===== config.mk =====
export PLATFORM = sky130hd
export DESIGN_NAME = player_input_arbiter
export DESIGN_NICKNAME = d
export VERILOG_FILES = /design/src/rtl/player_io_pkg.sv /design/src/rtl/input_debouncer.sv /design/src/rtl/player_input_arbiter.sv
export SDC_FILE = /design/constraint.sdc
export NUM_CORES = 1
export LEC_CHECK = 0
export ABC_AREA = 1
export CAP_MARGIN = 20
export CORE_UTILIZATION = 40
export DETAILED_ROUTE_END_ITERATION = 10
export MAX_ROUTING_LAYER = met4
export PLACE_DENSITY = 0.68
export SLEW_MARGIN = 20
export SYNTH_ARGS = -nofsm -noshare
export SYNTH_HDL_FRONTEND = slang
export SYNTH_SLANG_ARGS = --single-unit

===== constraint.sdc =====
create_clock -name clk -period 5.4 [get_ports clk]
set_input_delay 1.08 -clock clk [delete_from_list [all_inputs] [get_ports clk]]
set_output_delay 1.08 -clock clk [all_outputs]
set_load 0.03 [all_outputs]

===== src/rtl/player_io_pkg.sv =====
// Shared constants and slot storage type for the player input arbiter.
// The ts field exists only when PLAYER_TIMESTAMP_EN is defined.
package player_io_pkg;

  localparam int unsigned NUM_PLAYERS_DEF     = 4;
  localparam int unsigned DATA_W_DEF          = 8;
  localparam int unsigned DEBOUNCE_CYCLES_DEF = 1000;
  localparam int unsigned TS_W                = 16;
  localparam int unsigned TS_PRESCALE         = 1024;

  typedef struct packed {
    logic                  valid;
    logic [DATA_W_DEF-1:0] data;
`ifdef PLAYER_TIMESTAMP_EN
    logic [TS_W-1:0]       ts;
`endif
  } slot_t;

endpackage


===== src/rtl/input_debouncer.sv =====
// Two-flop synchroniser, stability counter and registered rising-edge pulse
// for one raw button input.
module input_debouncer
  import player_io_pkg::*;
#(
  parameter int unsigned DEBOUNCE_CYCLES = DEBOUNCE_CYCLES_DEF
) (
  input  logic clk,
  input  logic rst,
  input  logic raw,
  output logic level,
  output logic rise
);

  localparam int unsigned CNT_W = $clog2(DEBOUNCE_CYCLES + 1);

  logic [1:0]       sync_q, sync_d;
  logic [CNT_W-1:0] cnt_q, cnt_d;
  logic             level_q, level_d;
  logic             rise_q, rise_d;

  always_comb begin
    sync_d  = {sync_q[0], raw};
    cnt_d   = '0;
    level_d = level_q;
    rise_d  = 1'b0;
    // Counter runs only while the synced value disagrees with the accepted level.
    if (sync_q[1] != level_q) begin
      if (cnt_q == CNT_W'(DEBOUNCE_CYCLES - 1)) begin
        level_d = sync_q[1];
        rise_d  = sync_q[1];
      end else begin
        cnt_d = cnt_q + 1'b1;
      end
    end
  end

  always_ff @(posedge clk or negedge rst) begin
    if (!rst) begin
      sync_q  <= '0;
      cnt_q   <= '0;
      level_q <= 1'b0;
      rise_q  <= 1'b0;
    end else begin
      sync_q  <= sync_d;
      cnt_q   <= cnt_d;
      level_q <= level_d;
      rise_q  <= rise_d;
    end
  end

  assign level = level_q;
  assign rise  = rise_q;

endmodule


===== src/rtl/player_input_arbiter.sv =====
// Per-player debounced submit capture into one-deep slots, round-robin drained into a
// single CPU-read output register. Define PLAYER_TIMESTAMP_EN to add capture timestamps.
module player_input_arbiter
  import player_io_pkg::*;
#(
  parameter int unsigned NUM_PLAYERS     = NUM_PLAYERS_DEF,
  parameter int unsigned DATA_W          = DATA_W_DEF,
  parameter int unsigned DEBOUNCE_CYCLES = DEBOUNCE_CYCLES_DEF,
  parameter int unsigned ID_W            = $clog2(NUM_PLAYERS)
) (
  input  logic                          clk,
  input  logic                          rst,
  input  logic [NUM_PLAYERS-1:0]        btn,
  input  logic [NUM_PLAYERS*DATA_W-1:0] sw,
  input  logic                          rd_ack,
  output logic                          out_valid,
  output logic [ID_W-1:0]               out_id,
  output logic [DATA_W-1:0]             out_data,
`ifdef PLAYER_TIMESTAMP_EN
  output logic [TS_W-1:0]               out_ts,
`endif
  output logic [NUM_PLAYERS-1:0]        pending,
  output logic [NUM_PLAYERS-1:0]        overrun,
  input  logic                          ovr_clr
);

  logic [NUM_PLAYERS-1:0] level, cap;
  logic                   unused_level;

  for (genvar p = 0; p < NUM_PLAYERS; p++) begin : g_deb
    input_debouncer #(
      .DEBOUNCE_CYCLES(DEBOUNCE_CYCLES)
    ) u_deb (
      .clk  (clk),
      .rst  (rst),
      .raw  (btn[p]),
      .level(level[p]),
      .rise (cap[p])
    );
  end

  assign unused_level = ^level;

  slot_t [NUM_PLAYERS-1:0] slot_q, slot_d;
  logic [NUM_PLAYERS-1:0]  overrun_q, overrun_d;
  logic                    out_valid_q, out_valid_d;
  logic [ID_W-1:0]         out_id_q, out_id_d;
  logic [DATA_W-1:0]       out_data_q, out_data_d;
  logic [ID_W-1:0]         rr_ptr_q, rr_ptr_d;
  logic                    gnt_valid;
  logic [ID_W-1:0]         gnt_id, idx;

`ifdef PLAYER_TIMESTAMP_EN
  logic [$clog2(TS_PRESCALE)-1:0] pre_q, pre_d;
  logic [TS_W-1:0]                ts_q, ts_d, out_ts_q, out_ts_d;

  always_comb begin
    pre_d = pre_q + 1'b1;
    ts_d  = (pre_q == '1) ? ts_q + 1'b1 : ts_q;
  end
`endif

  always_comb begin
    for (int unsigned p = 0; p < NUM_PLAYERS; p++) pending[p] = slot_q[p].valid;
  end

  // Search starts just after the last winner so every pending player is served in turn.
  always_comb begin
    gnt_valid = 1'b0;
    gnt_id    = '0;
    idx       = '0;
    for (int unsigned i = 1; i <= NUM_PLAYERS; i++) begin
      idx = ID_W'((32'(rr_ptr_q) + i) % NUM_PLAYERS);
      if (!gnt_valid && pending[idx]) begin
        gnt_valid = 1'b1;
        gnt_id    = idx;
      end
    end
  end

  always_comb begin
    slot_d      = slot_q;
    overrun_d   = overrun_q;
    out_valid_d = out_valid_q;
    out_id_d    = out_id_q;
    out_data_d  = out_data_q;
    rr_ptr_d    = rr_ptr_q;
`ifdef PLAYER_TIMESTAMP_EN
    out_ts_d    = out_ts_q;
`endif
    if (ovr_clr) overrun_d = '0;
    if (gnt_valid && (!out_valid_q || rd_ack)) begin
      out_valid_d           = 1'b1;
      out_id_d              = gnt_id;
      out_data_d            = DATA_W'(slot_q[gnt_id].data);
`ifdef PLAYER_TIMESTAMP_EN
      out_ts_d              = slot_q[gnt_id].ts;
`endif
      slot_d[gnt_id].valid  = 1'b0;
      rr_ptr_d              = gnt_id;
    end else if (rd_ack) begin
      out_valid_d = 1'b0;
    end
    // A capture into an occupied slot is dropped; applied last so it beats ovr_clr.
    for (int unsigned p = 0; p < NUM_PLAYERS; p++) begin
      if (cap[p]) begin
        if (slot_q[p].valid) begin
          overrun_d[p] = 1'b1;
        end else begin
          slot_d[p].valid = 1'b1;
          slot_d[p].data  = DATA_W_DEF'(sw[p*DATA_W +: DATA_W]);
`ifdef PLAYER_TIMESTAMP_EN
          slot_d[p].ts    = ts_q;
`endif
        end
      end
    end
  end

  always_ff @(posedge clk or negedge rst) begin
    if (!rst) begin
      slot_q      <= '0;
      overrun_q   <= '0;
      out_valid_q <= 1'b0;
      out_id_q    <= '0;
      out_data_q  <= '0;
      rr_ptr_q    <= ID_W'(NUM_PLAYERS - 1);
`ifdef PLAYER_TIMESTAMP_EN
      pre_q       <= '0;
      ts_q        <= '0;
      out_ts_q    <= '0;
`endif
    end else begin
      slot_q      <= slot_d;
      overrun_q   <= overrun_d;
      out_valid_q <= out_valid_d;
      out_id_q    <= out_id_d;
      out_data_q  <= out_data_d;
      rr_ptr_q    <= rr_ptr_d;
`ifdef PLAYER_TIMESTAMP_EN
      pre_q       <= pre_d;
      ts_q        <= ts_d;
      out_ts_q    <= out_ts_d;
`endif
    end
  end

  assign out_valid = out_valid_q;
  assign out_id    = out_id_q;
  assign out_data  = out_data_q;
  assign overrun   = overrun_q;
`ifdef PLAYER_TIMESTAMP_EN
  assign out_ts    = out_ts_q;
`endif

endmodule

==> qor.txt, run 1 <==
Synthesized Nets - 611
RSZ-0062 raised after global routing - false
EDFF count, synth - 0
routability congestion estimate - 0.849
TritonCTS clock tree - done
fin util - 49.1%
r2r worst-path depth - 11
Post-DP HPWL - 7110 um
die area - 0.0128 mm^2
crit path max fanout - 6
Synth Flop Type - dfrtp_1
GR Layer Usage met3 - 3.16%
final setup fails - 0
share of cells above drive strength 1 - 7.50%
top cell type by total area after synthesis - dfrtp_1
Final Slew Violations - 0
area delta synth->final - 19.6%
commonest non-fill, non-tap cell in the layout - nand2_1
actual slew at the worst max-slew pin - 0.740 ns
distinct cell type count after synthesis - 36
endpoint class of the critical path - primary output
worst skew pair latency - 0.34 ns
setup bufs post-CTS - 0
CTS Hold Bufs - 0
family with the most delay on the worst path - buffers and inverters
DP Worst Slack - 2.68 ns
Bufs and invs on worst path - 1
first-pass GRT wire length - 16,600 um
Pre-antenna DRT Iters - 6
vias in the first global route - 3,742
initial antenna violation count - 0
final worst path period share - 47.8%
fmax - 388 MHz
Post-DP Area - 0.00561 mm^2
Worst path depth - 1
relative slew slack - 50.7%
busiest layer in global routing - met2
Sink Count - 109
mapped cell area - 0.00493 mm^2
layout net count - 667
Post-Route Skew - 0.00966 ns
status - complete, no violations
Initial Utilization - 41.1%
VDD IR max - 0.157 mV
hold depth - 0
FFs w/ async S/R, synth - 100%
Critical Path, Cell by Cell - clkdlybuf4s50_1
CP Launch Type - flop
Synthesis Warnings - 0
post-cts resize count - 0
via count - 3,791
# IOs - 59
commonest non-fill, non-tap cells in the layout - nand2_1, dfrtp_1, nor2_1, inv_1, clkdlybuf4s50_1
die height - 113 um
max cap viols - 0
core area - 0.0120 mm^2
Cells after Synth - 567
final hold violations - 0
fin crit period - 2.58 ns
met1 Use GR - 21.0%
CTS root buf - clkbuf_16
Hold WC Path Type - reg -> reg
Finished Cell Area - 0.00590 mm^2
DR vias/cell - 4.90
multi-input combinational cell area - 0.00182 mm^2
DRC - 0
Syn Area/Cell - 8.70 um^2
GRT Overall Usage - 17.0%
final wirelength - 9780 um
Max Root-Sink Buffers - 2
Setup WS post-layout - 2.82 ns
setup TNS - 0 ns
Antenna Cells - 0
Crit path required time - 4.32 ns
CP arrival - 1.50 ns
area share of the largest cell type after synthesis - 54.3%
H-Tree Depth - 3
routed length per instance - 12.6 um
Setup CP Type - reg -> out
Fill cells - 1,140
die width - 113 um
flops & latches, synth - 109
power density cells - 431 mW/mm^2
pin count of the biggest net entering global routing - 85
CP peak stage delay - 0.71 ns
main area contributors after synthesis - dfrtp_1, nand2_1, nor2_1, inv_1, a21oi_1
Iter 0 DRT Violations - 233
grt ovf - 0
crit path max-delay cell type - clkdlybuf4s50_1
met2 Resource Use GR - 27.8%
sequential-to-total area share from yosys stat - 55.3%
Clk pin slew, worst setup/hold paths - 0.07 ns
# port buffers - 58
cts bufs inserted - 9
cell row count - 40
antenna-violating nets left - 0
Lkg Pwr - 2.83 nW
Sequential Area - 0.00273 mm^2
cell families after synthesis:
| group | Yosys count | share of synthesized area [%] |
|---|---|---|
| DFF | 109 | 55.3 |
| and+or+nand+nor | 279 | 25.0 |
| AOI/OAI and AO/OA | 67 | 7.30 |
| xor gates and xnor gates | 15 | 2.66 |
| muxes | 4 | 0.913 |
| buffers and inverters | 89 | 7.79 |
| adders and majority gates | 4 | 1.01 |
state kept, by name (all words and copies together) (netlist names):
| register | count |
|---|---|
| g_deb.u_deb.level | 4 |
| out_data | 8 |
| g_deb.u_deb.cnt_q | 40 |
| slot_q | 32 |
| out_valid | 1 |
| rr_ptr_q | 2 |
| g_deb.u_deb.sync_q | 8 |
| pending | 4 |
| overrun | 4 |
| g_deb.u_deb.rise | 4 |
| out_id | 2 |
metal layers:
layer  wire length (um)  vias to the layer above  part of all wire [%]
li1                   -                     1900                     -
met1               4510                     1795                    46
met2               4660                       80                    48
met3                412                       16                   4.2
met4                191                        0                   2.0
met5                  0                        -                     0
cell usage after synthesis, types with 2 or more instances:
library cell    n
nand4_1         2
nor4_1          4
xnor2_1         2
nor3_1         16
nand3_2         2
and3_1          4
inv_2           3
ha_1            4
nand2_2        12
nand2_1       116
a21oi_1        41
o211ai_1        4
dfrtp_1       107
xor2_1         13
buf_6           2
o21ai_0        11
clkbuf_1        5
buf_4           4
a31oi_1         2
nand3_1        38
mux2_2          4
or2_2           2
nand2_4         2
dfstp_2         2
o21a_1          4
o21ai_1         4
nor3b_1         4
nor2_1         75
inv_1          70
nor2_4          2
report_power, final:
group	leakage, nW	switching (mW)	internal (mW)
clock network	0.138	0.289	0.357
logic	1.30	0.609	0.314
registers	1.39	0.0672	0.908
total	2.83	0.965	1.58
final cells by class:
type                       instances  share of cell area [%]
clock buffer                       9                    3.82
sequential                       109                    46.3
tap                              147                    3.12
multi-input combinational        369                    30.8
clock inverter                     6                    1.08
inverter                          75                    4.90
timing repair buffer              59                    9.99
path summary, 6_finish.rpt:
path,from,endpoint,slack (ns)
min reg2reg,g_deb[3].u_deb.sync_q[0],g_deb[3].u_deb.sync_q[1],0.35
max,pending[1],pending[1],2.82
max reg2reg,rr_ptr_q[0],pending[1],3.12
min in group asynchronous,rst,g_deb[0].u_deb.cnt_q[3],0.78
min,g_deb[3].u_deb.sync_q[0],g_deb[3].u_deb.sync_q[1],0.35
max in group asynchronous,rst,g_deb[3].u_deb.cnt_q[8],3.78
through the flow:
step                total power, mW  cells  hold WS [ns]
CTS                            2.56    774         0.352
global placement               1.89    759         0.333
detailed placement             1.91    759         0.336
floorplan                      1.68    567         0.331
finish                         2.54    774         0.350
global route                   2.70    774         0.363
Note: power is estimated with default switching activity, not from simulation.
==> inputs of run 2 (changes only) <==
--- a/config.mk
+++ b/config.mk
@@ -10,7 +10,7 @@
 export CORE_UTILIZATION = 40
 export DETAILED_ROUTE_END_ITERATION = 10
 export MAX_ROUTING_LAYER = met4
-export PLACE_DENSITY = 0.68
+export PLACE_DENSITY = 0.71
 export SLEW_MARGIN = 20
 export SYNTH_ARGS = -nofsm -noshare
 export SYNTH_HDL_FRONTEND = slang
==> constraint.sdc (replaced) <==
create_clock -name clk -period 2.2 [get_ports clk]
set_input_delay 0.44 -clock clk [delete_from_list [all_inputs] [get_ports clk]]
set_output_delay 0.44 -clock clk [all_outputs]
set_load 0.03 [all_outputs]
==> qor.txt, run 2 (synthesis results as in run 1) <==
cts bufs inserted - 9 (unchanged)
GRT Overall Usage - 17.6% (+0.58 points)
final worst path period share - 97.4%
setup TNS - 0 ns (unchanged)
first-pass GRT wire length - 17,300 um (+3.8%)
DR vias/cell - 4.96 (+1.2%)
final hold violations - 0 (unchanged)
fin crit period - 2.14 ns
Hold WC Path Type - reg -> reg
Fill cells - 1,132 (-0.70%)
Setup CP Type - reg -> reg
RSZ-0062 raised after global routing - true
commonest non-fill, non-tap cell in the layout - nand2_1
fin util - 50.3% (+1.1 points)
# IOs - 59 (unchanged)
endpoint class of the critical path - flop
status - complete, no violations
r2r worst-path depth - 10 (-1)
Worst R2R End - out_data[5]
final wirelength - 10,200 um (+4.7%)
area delta synth->final - 22.4%
Max Root-Sink Buffers - 2 (unchanged)
CTS root buf - clkbuf_16
antenna-violating nets left - 0 (unchanged)
CP Launch Type - flop
TritonCTS clock tree - done
actual slew at the worst max-slew pin - 0.603 ns (-0.137 ns)
Hold EP - g_deb[1].u_deb.sync_q[1]
Post-DP HPWL - 7480 um (+5.2%)
# port buffers - 58 (unchanged)
max cap viols - 0 (unchanged)
die area - 0.0128 mm^2 (unchanged)
crit path max fanout - 12 (+6)
initial antenna violation count - 0 (unchanged)
routability congestion estimate - 0.857 (+0.99%)
final setup fails - 0 (unchanged)
Final Slew Violations - 0 (unchanged)
max reg flops - 40 (unchanged)
fmax - 467 MHz
share of cells above drive strength 1 - 9.59% (+2.1 points)
largest register by flop count - g_deb.u_deb.cnt_q
reg-to-reg slack, setup - 0.06 ns (-3.06 ns)
worst skew pair latency - 0.35 ns (about the same)
vias in the first global route - 3,909 (+4.5%)
Antenna Cells - 0 (unchanged)
die height - 113 um (unchanged)
DRC - 0 (unchanged)
Clk pin slew, worst setup/hold paths - 0.07 ns (about the same)
Post-Route Skew - 0.0105 ns (+0.000810 ns)
die width - 113 um (unchanged)
RR Startpoint - rr_ptr_q[0]
Iter 0 DRT Violations - 189 (-19%)
layout net count - 675 (+1.2%)
via count - 3,883 (+2.4%)
Initial Utilization - 41.1% (unchanged)
pin count of the biggest net entering global routing - 64 (-25%)
hold_sp - g_deb[1].u_deb.sync_q[0]
Pre-antenna DRT Iters - 4 (-2)
routed length per instance - 13.1 um (+3.4%)
relative slew slack - 59.7% (+9.0 points)
core area - 0.0120 mm^2 (unchanged)
Sink Count - 109 (unchanged)
VDD IR max - 0.536 mV (+240%)
Lkg Pwr - 2.88 nW (+2.0%)
H-Tree Depth - 3 (unchanged)
cell row count - 40 (unchanged)
CP arrival - 2.36 ns (+0.86 ns)
power density cells - 1090 mW/mm^2 (+150%)
largest registers - g_deb.u_deb.cnt_q: 40 flops, slot_q: 32 flops
commonest non-fill, non-tap cells in the layout - nand2_1, dfrtp_1, nor2_1, inv_1, clkdlybuf4s50_1
Crit path required time - 2.41 ns (-1.91 ns)
grt ovf - 0 (unchanged)
hold depth - 0 (unchanged)
run 2: cell count changes in the layout (fill, tap and decap cells not counted), sizes merged:
| cell | before | now |
|---|---|---|
| nand2 | 130 | 133 |
| clkinv | 3 | 5 |
| bufinv | 1 | 0 |
| buf | 2 | 6 |
| dlygate4sd3 | 0 | 1 |
| clkbuf | 9 | 11 |
| clkinvlp | 2 | 0 |
run 2: worst max path at each step:
stage,from,to,slack (ns),depth (start not counted)
6_report,rr_ptr_q[0],out_data[5],0.06,10
4_1_cts,rr_ptr_q[0],pending[1],0.04,11
5_1_grt,rr_ptr_q[0],out_data[5],-0.04,10
3_3_place_gp,rr_ptr_q[0],out_data[4],0.20,15
2_1_floorplan,rr_ptr_q[0],pending[2],0.38,13
3_5_place_dp,rr_ptr_q[0],pending[1],0.06,11
run 2: report_power, final:
part	internal [mW]	total, mW	switching (mW)
logic	0.922	2.68	1.76
registers	2.23	2.40	0.167
clock network	0.804	1.51	0.711
total	3.95	6.59	2.64
run 2: cell type report:
type | instances | area, um^2 | area share [%]
Sequential cell | 109 | 2730 | 45.2
Multi-Input combinational cell | 372 | 1920 | 31.8
Timing Repair Buffer | 64 | 638 | 10.6
Inverter | 75 | 289 | 4.79
Clock buffer | 11 | 243 | 4.02
Tap cell | 147 | 184 | 3.05
Clock inverter | 5 | 36.3 | 0.601
run 2: per-stage QoR:
step	hold slack (ns)	instances	total power [mW]	area, um^2	setup WS (ns)
6_report	0.345	783	6.59	6040	0.0569
5_1_grt	0.352	783	7.00	6040	-0.0422
4_1_cts	0.350	778	6.28	5920	0.0411
3_5_place_dp	0.322	761	4.75	5640	0.0631
3_3_place_gp	0.320	761	4.68	5640	0.199
2_1_floorplan	0.144	567	4.14	4930	0.376
run 2: critical path: stages, from the launching register on:
cell and delay, ns:
dfstp_2 0.64, buf_4 0.15, nand2_1 0.07, nand2_1 0.10, nor2_1 0.07, nor2_1 0.21
nand3_4 0.18, nand2_8 0.16, nand2_4 0.12, o211ai_1 0.22, nand3_1 0.10
run 2: repair_timing:
item | CTS | global route
setup endpoints to repair | 0 | 16
hold endpoints to repair | 15 | 0
hold buffers | 1 | 0
resized for setup | 0 | 14
buffers inserted | 0 | 2
run 2: routing by layer:
metal | part of all wire (%) | track usage [%]
met1 | 43 | 20.3
met2 | 52 | 30.0
met3 | 4.1 | 3.96
met4 | 1.3 | 6.23
met5 | 0 | -
==> inputs of run 3 (changes only) <==
==> constraint.sdc (replaced) <==
create_clock -name clk -period 1.8 [get_ports clk]
set_input_delay 0.36 -clock clk [delete_from_list [all_inputs] [get_ports clk]]
set_output_delay 0.36 -clock clk [all_outputs]
set_load 0.03 [all_outputs]
==> qor.txt, run 3 (synthesis results as in run 1) <==
core area - 0.0120 mm^2 (unchanged)
placed cell count - 781 (+2.6%)
die area - 0.0128 mm^2 (unchanged)
Iter 0 DRT Violations - 210 (+11%)
cell row count - 40 (unchanged)
Antenna Cells - 0 (unchanged)
grt ovf - 0 (unchanged)
relative slew slack - 62.5% (+2.8 points)
# IOs - 59 (unchanged)
cell repeated most along the worst path - nand2_1
DRC - 0 (unchanged)
DR vias/cell - 4.94 (-0.43%)
Total Power - 9.04 mW (+37%)
final worst path period share - 114% (+16 points)
power density cells - 1420 mW/mm^2 (+30%)
Sink Count - 109 (unchanged)
initial antenna violation count - 0 (unchanged)
hold_sp - g_deb[1].u_deb.sync_q[0]
Post-DP HPWL - 7810 um (+4.3%)
commonest non-fill, non-tap cell in the layout - dfrtp_1
final setup fails - 17 (+17)
failing checks - setup timing
Setup WS post-layout - -0.250 ns (-0.307 ns)
die height - 113 um (unchanged)
Bufs and invs on worst path - 2 (+1)
area delta synth->final - 29.0%
Setup crit start - rr_ptr_q[0]
CP arrival - 2.34 ns (-0.02 ns)
crit path max-delay cell type - dfstp_2
# port buffers - 58 (unchanged)
Hold WC Path Type - reg -> reg
actual slew at the worst max-slew pin - 0.562 ns (-0.0413 ns)
Initial Utilization - 41.1% (unchanged)
fmax - 488 MHz (+4.5%)
RR Startpoint - rr_ptr_q[0]
routability congestion estimate - 0.910 (+6.2%)
commonest non-fill, non-tap cells in the layout - dfrtp_1, nand2_1, nor2_1, inv_1, clkdlybuf4s50_1
routed length per instance - 13.6 um (+4.3%)
Lkg Pwr - 3.12 nW (+8.1%)
Max Root-Sink Buffers - 2 (unchanged)
TritonCTS clock tree - done
GRT Overall Usage - 18.4% (+0.87 points)
share of cells above drive strength 1 - 15.2% (+5.7 points)
first-pass GRT wire length - 18,000 um (+4.2%)
family with the most delay on the worst path - simple AND/OR/NAND/NOR gates
fin cells - 803 (+2.6%)
RSZ-0062 raised after global routing - true
CP Launch Type - flop
worst skew pair latency - 0.34 ns (about the same)
CP peak stage delay - 0.65 ns (about the same)
VDD IR max - 0.716 mV (+34%)
antenna-violating nets left - 0 (unchanged)
Fill cells - 1,091 (-3.6%)
pin count of the biggest net entering global routing - 44 (-31%)
max cap viols - 0 (unchanged)
final hold violations - 0 (unchanged)
Final Slew Violations - 0 (unchanged)
layout net count - 695 (+3.0%)
die width - 113 um (unchanged)
max reg flops - 40 (unchanged)
Setup CP Type - reg -> reg
fin crit period - 2.05 ns (-0.0928 ns)
largest registers - g_deb.u_deb.cnt_q: 40 flops, slot_q: 32 flops
Pre-antenna DRT Iters - 4 (unchanged)
endpoint class of the critical path - flop
H-Tree Depth - 3 (unchanged)
cts bufs inserted - 9 (unchanged)
fin util - 53.0% (+2.7 points)
largest register by flop count - g_deb.u_deb.cnt_q
CTS root buf - clkbuf_16
status - finished, violations left
final wirelength - 11,000 um (+7.0%)
Crit path required time - 2.09 ns (-0.32 ns)
via count - 3,965 (+2.1%)
Clk pin slew, worst setup/hold paths - 0.07 ns (about the same)
vias in the first global route - 3,964 (+1.4%)
Critical Path, Cell by Cell - inv_8 > nand2_1 > nand2_2 > nand2_1 > nand2_1 > nand2_1 > nand2_2 > nor2_4 > nand2_8 > buf_8 > nand3_1 > nand3_1 > nand2_1 > nand2_1 > nand2_1
Post-Route Skew - 0.00634 ns (-0.00413 ns)
crit path max fanout - 8 (-4)
## run 3: changes by cell type in the layout (fill, tap and decap cells not counted), moves of 4 or more
| cell | previous run | this run |
|---|---|---|
| nand3_1 | 38 | 33 |
| nand3_2 | 1 | 5 |
| dlymetal6s2s_1 | 0 | 4 |
| nand2_1 | 113 | 104 |
| buf_4 | 5 | 23 |
| clkdlybuf4s50_1 | 57 | 49 |
| dlygate4sd2_1 | 0 | 4 |
| nand2_4 | 4 | 10 |
## run 3: power by group
part | leakage, nW | switching [mW] | internal, mW
combinational | 1.57 | 2.44 | 1.65
clock | 0.156 | 0.862 | 1.16
sequential | 1.39 | 0.201 | 2.73
## run 3: layout make-up
type	count	area [um^2]	area share, %
Clock inverter	5	57.6	0.904
Clock buffer	11	253	3.97
Sequential cell	109	2730	42.9
Multi-Input combinational cell	371	2020	31.8
Inverter	75	292	4.58
Tap cell	147	184	2.89
Timing Repair Buffer	85	825	13.0
## run 3: layer usage
| layer | global-route usage [%] | share of wire (%) |
|---|---|---|
| met5 | - | 0 |
| met4 | 8.33 | 2.6 |
| met1 | 22.0 | 43 |
| met2 | 30.4 | 52 |
| met3 | 3.48 | 3.1 |
## run 3: worst paths after layout
check | endpoint | cells past startpoint | slack [ns]
setup / recovery | out_data[0] | 15 | -0.25
hold / removal | g_deb[1].u_deb.sync_q[1] | 0 | 0.35
setup reg to reg | out_data[0] | 15 | -0.25
hold reg to reg | g_deb[1].u_deb.sync_q[1] | 0 | 0.35
max in group asynchronous | rr_ptr_q[1] | 3 | 0.66
min in group asynchronous | g_deb[1].u_deb.cnt_q[3] | 2 | 0.51
## run 3: per-stage QoR
step	worst slack (ns)	cell area (um^2)	hold slack, ns	TNS (ns)
floorplan	-0.0132	4940	0.0644	-0.0886
global placement	-0.145	5810	0.331	-1.33
detailed placement	-0.256	5810	0.338	-2.84
CTS	-0.155	6170	0.353	-1.67
global route	-0.374	6360	0.364	-4.69
finish	-0.250	6360	0.349	-2.63
## run 3: repair_timing
item / CTS / global route
buffers inserted: 1 / 2
pin swaps: 2 / 18
endpoints found under the hold margin: 31 / 0
hold buffers: 1 / 0
endpoints found under the setup margin: 21 / 31
resized for setup: 13 / 38
cloned: 1 / 1
==> patch 1: new RTL, config.mk and constraints of run 3 <==
Change the package constant `NUM_PLAYERS_DEF` from 4 to 2.
--- a/src/rtl/player_io_pkg.sv
+++ b/src/rtl/player_io_pkg.sv
@@ -3,5 +3,5 @@
 package player_io_pkg;
 
-  localparam int unsigned NUM_PLAYERS_DEF     = 4;
+  localparam int unsigned NUM_PLAYERS_DEF     = 2;
   localparam int unsigned DATA_W_DEF          = 8;
   localparam int unsigned DEBOUNCE_CYCLES_DEF = 1000;
Interface: changed (5 resized); port bits go from 59 to 36. No check against the original RTL was run, so the function may have changed too.
==> patch 1 against run 3 <==
- the run ends with negative hold slack left
- die area decreased by 48%
- setup slack improved by 320 ps
- critical path depth decreased by 14
- sequential cell count decreased by 50
- area after synthesis fell by 49%
- total power shrank 69%
- routed wire length decreased by 59%
- utilization about the same
- design area fell by 50%
- critical endpoint is now out_data[1]
- largest power group is now sequential cells
==> patch 1: results <==
{
  "status": "finished with violations",
  "violations": "negative hold slack",
  "hold_viol": 3,
  "worst_pin_slew_ps": 546,
  "cp_max_fo": 2,
  "synth-warning-count": 0,
  "hold_path_class": "input port to asynchronous set/reset pin",
  "drive_gt1_frac": 0.172,
  "clock_latency_ps": 340,
  "fin_nets": 328,
  "grt_pass1_wl_um": 7800,
  "first_iter_violations": 44,
  "dp_hpwl_um": 3220,
  "ys.flop_type": "dfrtp_1",
  "arrival_ps": 1370,
  "diodes": 0,
  "async_flop_share": 1.00,
  "syn_nets": 282,
  "grt_max_degree": 30,
  "numCtsBuffers": 9,
  "viasPerCell": 4.78,
  "crit_family": "buffers and inverters",
  "first_pass_iters": 4,
  "synth_cell_types": 28,
  "portBuffers": 35,
  "post-cts-setup-buffers": 0,
  "fillers": 547,
  "synth_common_cells": "dfrtp_1 (58), nand2_1 (47), nor2_1 (39), inv_1 (23), mux2_2 (16)",
  "skew_ps": 9.43,
  "path_clk_slew_ps": 70,
  "cts_root_buffer": "clkbuf_8",
  "regMostFlops": "g_deb.u_deb.cnt_q",
  "grt_usage": 0.165,
  "antenna_found_initial": 0,
  "ir_drop_mv": 0.510,
  "p_leak_nw": 1.45,
  "worst_hold_slack_ps": -2.66,
  "largest_reg_flops": 20,
  "place.gp.congestion": 0.872,
  "wirelength_um": 4480,
  "htree_levels": 3,
  "synth-seq-area-share": 0.582,
  "clock_path_buffers": 2,
  "cp_slowest_cell": "clkdlybuf4s50_1",
  "synth_area_leaders": "dfrtp_1 (57%), mux2_2 (7.1%), nand2_1 (6.9%)",
  "slowest_delay_ps": 670
}
==> patch 1: layout make-up <==
cell class,instances,share of cell area
flip-flops and latches,59,0.463
multi-input cells,171,0.296
repair buffers,39,0.121
clock buffers,9,0.0388
well taps,75,0.0294
inverters,24,0.0282
clock inverters,7,0.0239
==> patch 1: what timing repair did <==
item	CTS	global route
endpoints found under the setup margin	2	0
resized for setup	2	0
hold endpoints to repair	0	0
==> patch 1: final timing paths <==
path                                          startpoint                        to  slack (ps)  cells after the start
min in group clk                g_deb[1].u_deb.sync_q[0]  g_deb[1].u_deb.sync_q[1]         350                      0
worst max register to register   g_deb[1].u_deb.cnt_q[0]   g_deb[1].u_deb.cnt_q[8]         380                      6
worst max-delay path                         out_data[1]               out_data[1]          70                      1
max in group asynchronous                            rst                slot_q[16]        1260                      2
worst min register to register  g_deb[1].u_deb.sync_q[0]  g_deb[1].u_deb.sync_q[1]         350                      0
worst min-delay path                                 rst                 out_valid          -3                      1
==> patch 1: layer usage <==
| metal | part of all wire | global-route usage | vias to the layer above |
|---|---|---|---|
| li1 | - | - | 927 |
| met1 | 0.46 | 0.189 | 862 |
| met2 | 0.47 | 0.256 | 41 |
| met3 | 0.058 | 0.0611 | 4 |
| met4 | 0.011 | 0.0807 | 0 |
| met5 | 0 | - | - |
==> patch 1: stage by stage <==
step                setup WS [ps]  area, sq um  instances  utilization
detailed placement            223         2990        368        0.497
CTS                          51.0         3190        384        0.530
floorplan                     578         2540        258            -
global placement              294         2990        368        0.497
finish                       69.4         3190        384        0.530
global route                 3.43         3190        384        0.530
==> patch 1: report_power, final <==
| part | internal (W) | switching [W] |
|---|---|---|
| Sequential | 0.00137 | 0.0000250 |
| Clock | 0.000647 | 0.000541 |
| Combinational | 0.0000920 | 0.0000867 |
==> patch 1: logic make-up (layout without fill, tap and decap cells) <==
| kind of cell | count (synthesis) | in the layout | share of synthesized area |
|---|---|---|---|
| buffers and inverters | 28 | 79 | 0.0463 |
| DFF | 59 | 59 | 0.582 |
| xor gates and xnor gates | 7 | 7 | 0.0271 |
| and+or+nand+nor | 124 | 124 | 0.218 |
| AOI/OAI and AO/OA | 22 | 22 | 0.0463 |
| muxes | 16 | 16 | 0.0709 |
| adders and majority gates | 2 | 2 | 0.00985 |
==> patch 2: new RTL, settings of run 3 <==
Made on the original files. Take the reset off `out_data_q` and load it in a clocked block of its own.
--- a/src/rtl/player_input_arbiter.sv
+++ b/src/rtl/player_input_arbiter.sv
@@ -124,5 +124,4 @@
       out_valid_q <= 1'b0;
       out_id_q    <= '0;
-      out_data_q  <= '0;
       rr_ptr_q    <= ID_W'(NUM_PLAYERS - 1);
 `ifdef PLAYER_TIMESTAMP_EN
@@ -136,5 +135,4 @@
       out_valid_q <= out_valid_d;
       out_id_q    <= out_id_d;
-      out_data_q  <= out_data_d;
       rr_ptr_q    <= rr_ptr_d;
 `ifdef PLAYER_TIMESTAMP_EN
@@ -144,4 +142,8 @@
 `endif
     end
+  end
+
+  always_ff @(posedge clk) begin
+    out_data_q <= out_data_d;
   end
 
Formal check against the unedited RTL: same outputs for any inputs over 4 cycles, from zero or initial values and one cycle with rst low; that may be too few to reach the edited logic, so the function may still have changed.
==> patch 2 against run 3 <==
- the run still ends with negative setup slack left
- first-iteration DRC count up 14%
- sequential cell count unchanged
- critical path depth down 3
- setup slack better by 16 ps
- design area down 1.5%
- cell count down 5.9%
- area after synthesis down 0.25%
- critical endpoint is now out_data[0]
- routed wire length down 3.3%
- total power down 5.9%
==> patch 2: results <==
{
  "async_flop_share": 0.927,
  "synth-seq-area-share": 0.563,
  "place.gp.congestion": 0.866,
  "drive_gt1_frac": 0.186,
  "grt_usage": 0.181,
  "buffer_area_frac": 0.132,
  "fin_ws_ps": -234,
  "vias": 3756,
  "synth_edf_count": 8,
  "ir_drop_mv": 0.827,
  "num-multi-input-gates": 345,
  "nFlopsAndLatches": 109,
  "dp_slack_ps": -161,
  "violations": "negative setup slack",
  "postPlaceCellArea_sq_um": 5760,
  "p_leak_nw": 2.89,
  "synth_common_cells": "nand2_1 (143), dfrtp_1 (99), inv_1 (51), nor2_1 (36), nand3_1 (35)",
  "first_iter_violations": 239,
  "non_clock_inverter_count": 56,
  "synth_cell_types": 33,
  "fin_nets": 648,
  "dp.cells": 729,
  "wirelength_um": 10600,
  "grt_pass1_wl_um": 17400,
  "skew_ps": 9.04,
  "crit_family": "simple AND/OR/NAND/NOR gates",
  "slowest_delay_ps": 630,
  "power.internal_w": 0.00537,
  "clock_latency_ps": 350,
  "seq_share": 0.442,
  "multi_input_area_share": 0.310,
  "dp_hpwl_um": 7500,
  "syn_nets": 563,
  "fillers": 1048,
  "fin_area_sq_um": 6270,
  "final-setup-viol-count": 24,
  "first_pass_iters": 5,
  "clockBufferCount": 10,
  "status": "finished with violations"
}
-- patch 2: cell count changes in the layout (fill, tap and decap cells not counted), moves of 5 or more --
cell and change:
a21oi_1 -27, buf_4 -5, dfrtp_1 -7, edfxtp_1 +8, inv_1 -20, mux2_2 +28, nand2_1 +26, nand2_4 -6
nor2_1 -37, nor3b_1 +5, o21ai_0 +7
-- patch 2: cells by family after synthesis --
family                     count (synthesis)  share of synthesized area
buffers and inverters                     65                     0.0590
adders and majority gates                  4                     0.0102
DFF                                      109                      0.563
muxes                                     32                     0.0732
AOI/OAI and AO/OA                         38                     0.0414
xor gates and xnor gates                  10                     0.0178
and+or+nand+nor                          261                      0.235
-- patch 2: power groups by stage --
| stage | Clock, W | Combinational, W | Sequential [W] |
|---|---|---|---|
| after global placement | 0 | 0.00272 | 0.00304 |
| after CTS | 0.00213 | 0.00304 | 0.00299 |
| after detailed placement | 0 | 0.00278 | 0.00305 |
| after global routing | 0.00222 | 0.00373 | 0.00303 |
| final | 0.00208 | 0.00343 | 0.00300 |
| after floorplan | 0 | 0.00164 | 0.00325 |
-- patch 2: routing by layer --
metal | global-route usage | vias to the layer above | part of all wire
met2 | 0.293 | 80 | 0.51
li1 | - | 1858 | -
met1 | 0.222 | 1802 | 0.43
met3 | 0.0418 | 16 | 0.036
met4 | 0.0675 | 0 | 0.016
met5 | - | - | 0
-- patch 2: worst paths after layout --
check / startpoint / end / slack (ps)
worst max-delay path: rr_ptr_q[1] / out_data[0] / -230
worst min-delay path: g_deb[3].u_deb.sync_q[0] / g_deb[3].u_deb.sync_q[1] / 350
worst max register to register: rr_ptr_q[1] / out_data[0] / -230
worst min register to register: g_deb[3].u_deb.sync_q[0] / g_deb[3].u_deb.sync_q[1] / 350
max in group asynchronous: rst / g_deb[0].u_deb.cnt_q[8] / 770
min in group asynchronous: rst / slot_q[34] / 440
-- patch 2: stage by stage --
step	hold slack [ps]	total power [W]	TNS [ps]
after floorplan	64.4	0.00489	-1390
after global placement	264	0.00576	-797
after detailed placement	260	0.00583	-2140
after CTS	356	0.00815	-1080
after global routing	377	0.00899	-6880
final	354	0.00850	-3380
-- patch 2: worst reg2reg max path, stage by stage (launching register included) --
cell and delay, ps:
dfstp_2 630, inv_2 90, nand2_1 90, nand2_2 70, nand2_1 90, nand2_2 80, a21oi_2 200, nand2_4 120
clkbuf_16 180, nand3_1 70, nand2_1 60, nand2_1 60, nand2_1 50
-- patch 2: timing repair --
| action | in CTS | in global routing |
|---|---|---|
| hold buffers | 1 | 0 |
| hold endpoints to repair | 18 | 0 |
| pin swaps | 3 | 9 |
| resized for setup | 19 | 19 |
| buffers inserted | 5 | 2 |
| setup endpoints to repair | 28 | 30 |
| cloned | 1 | 2 |
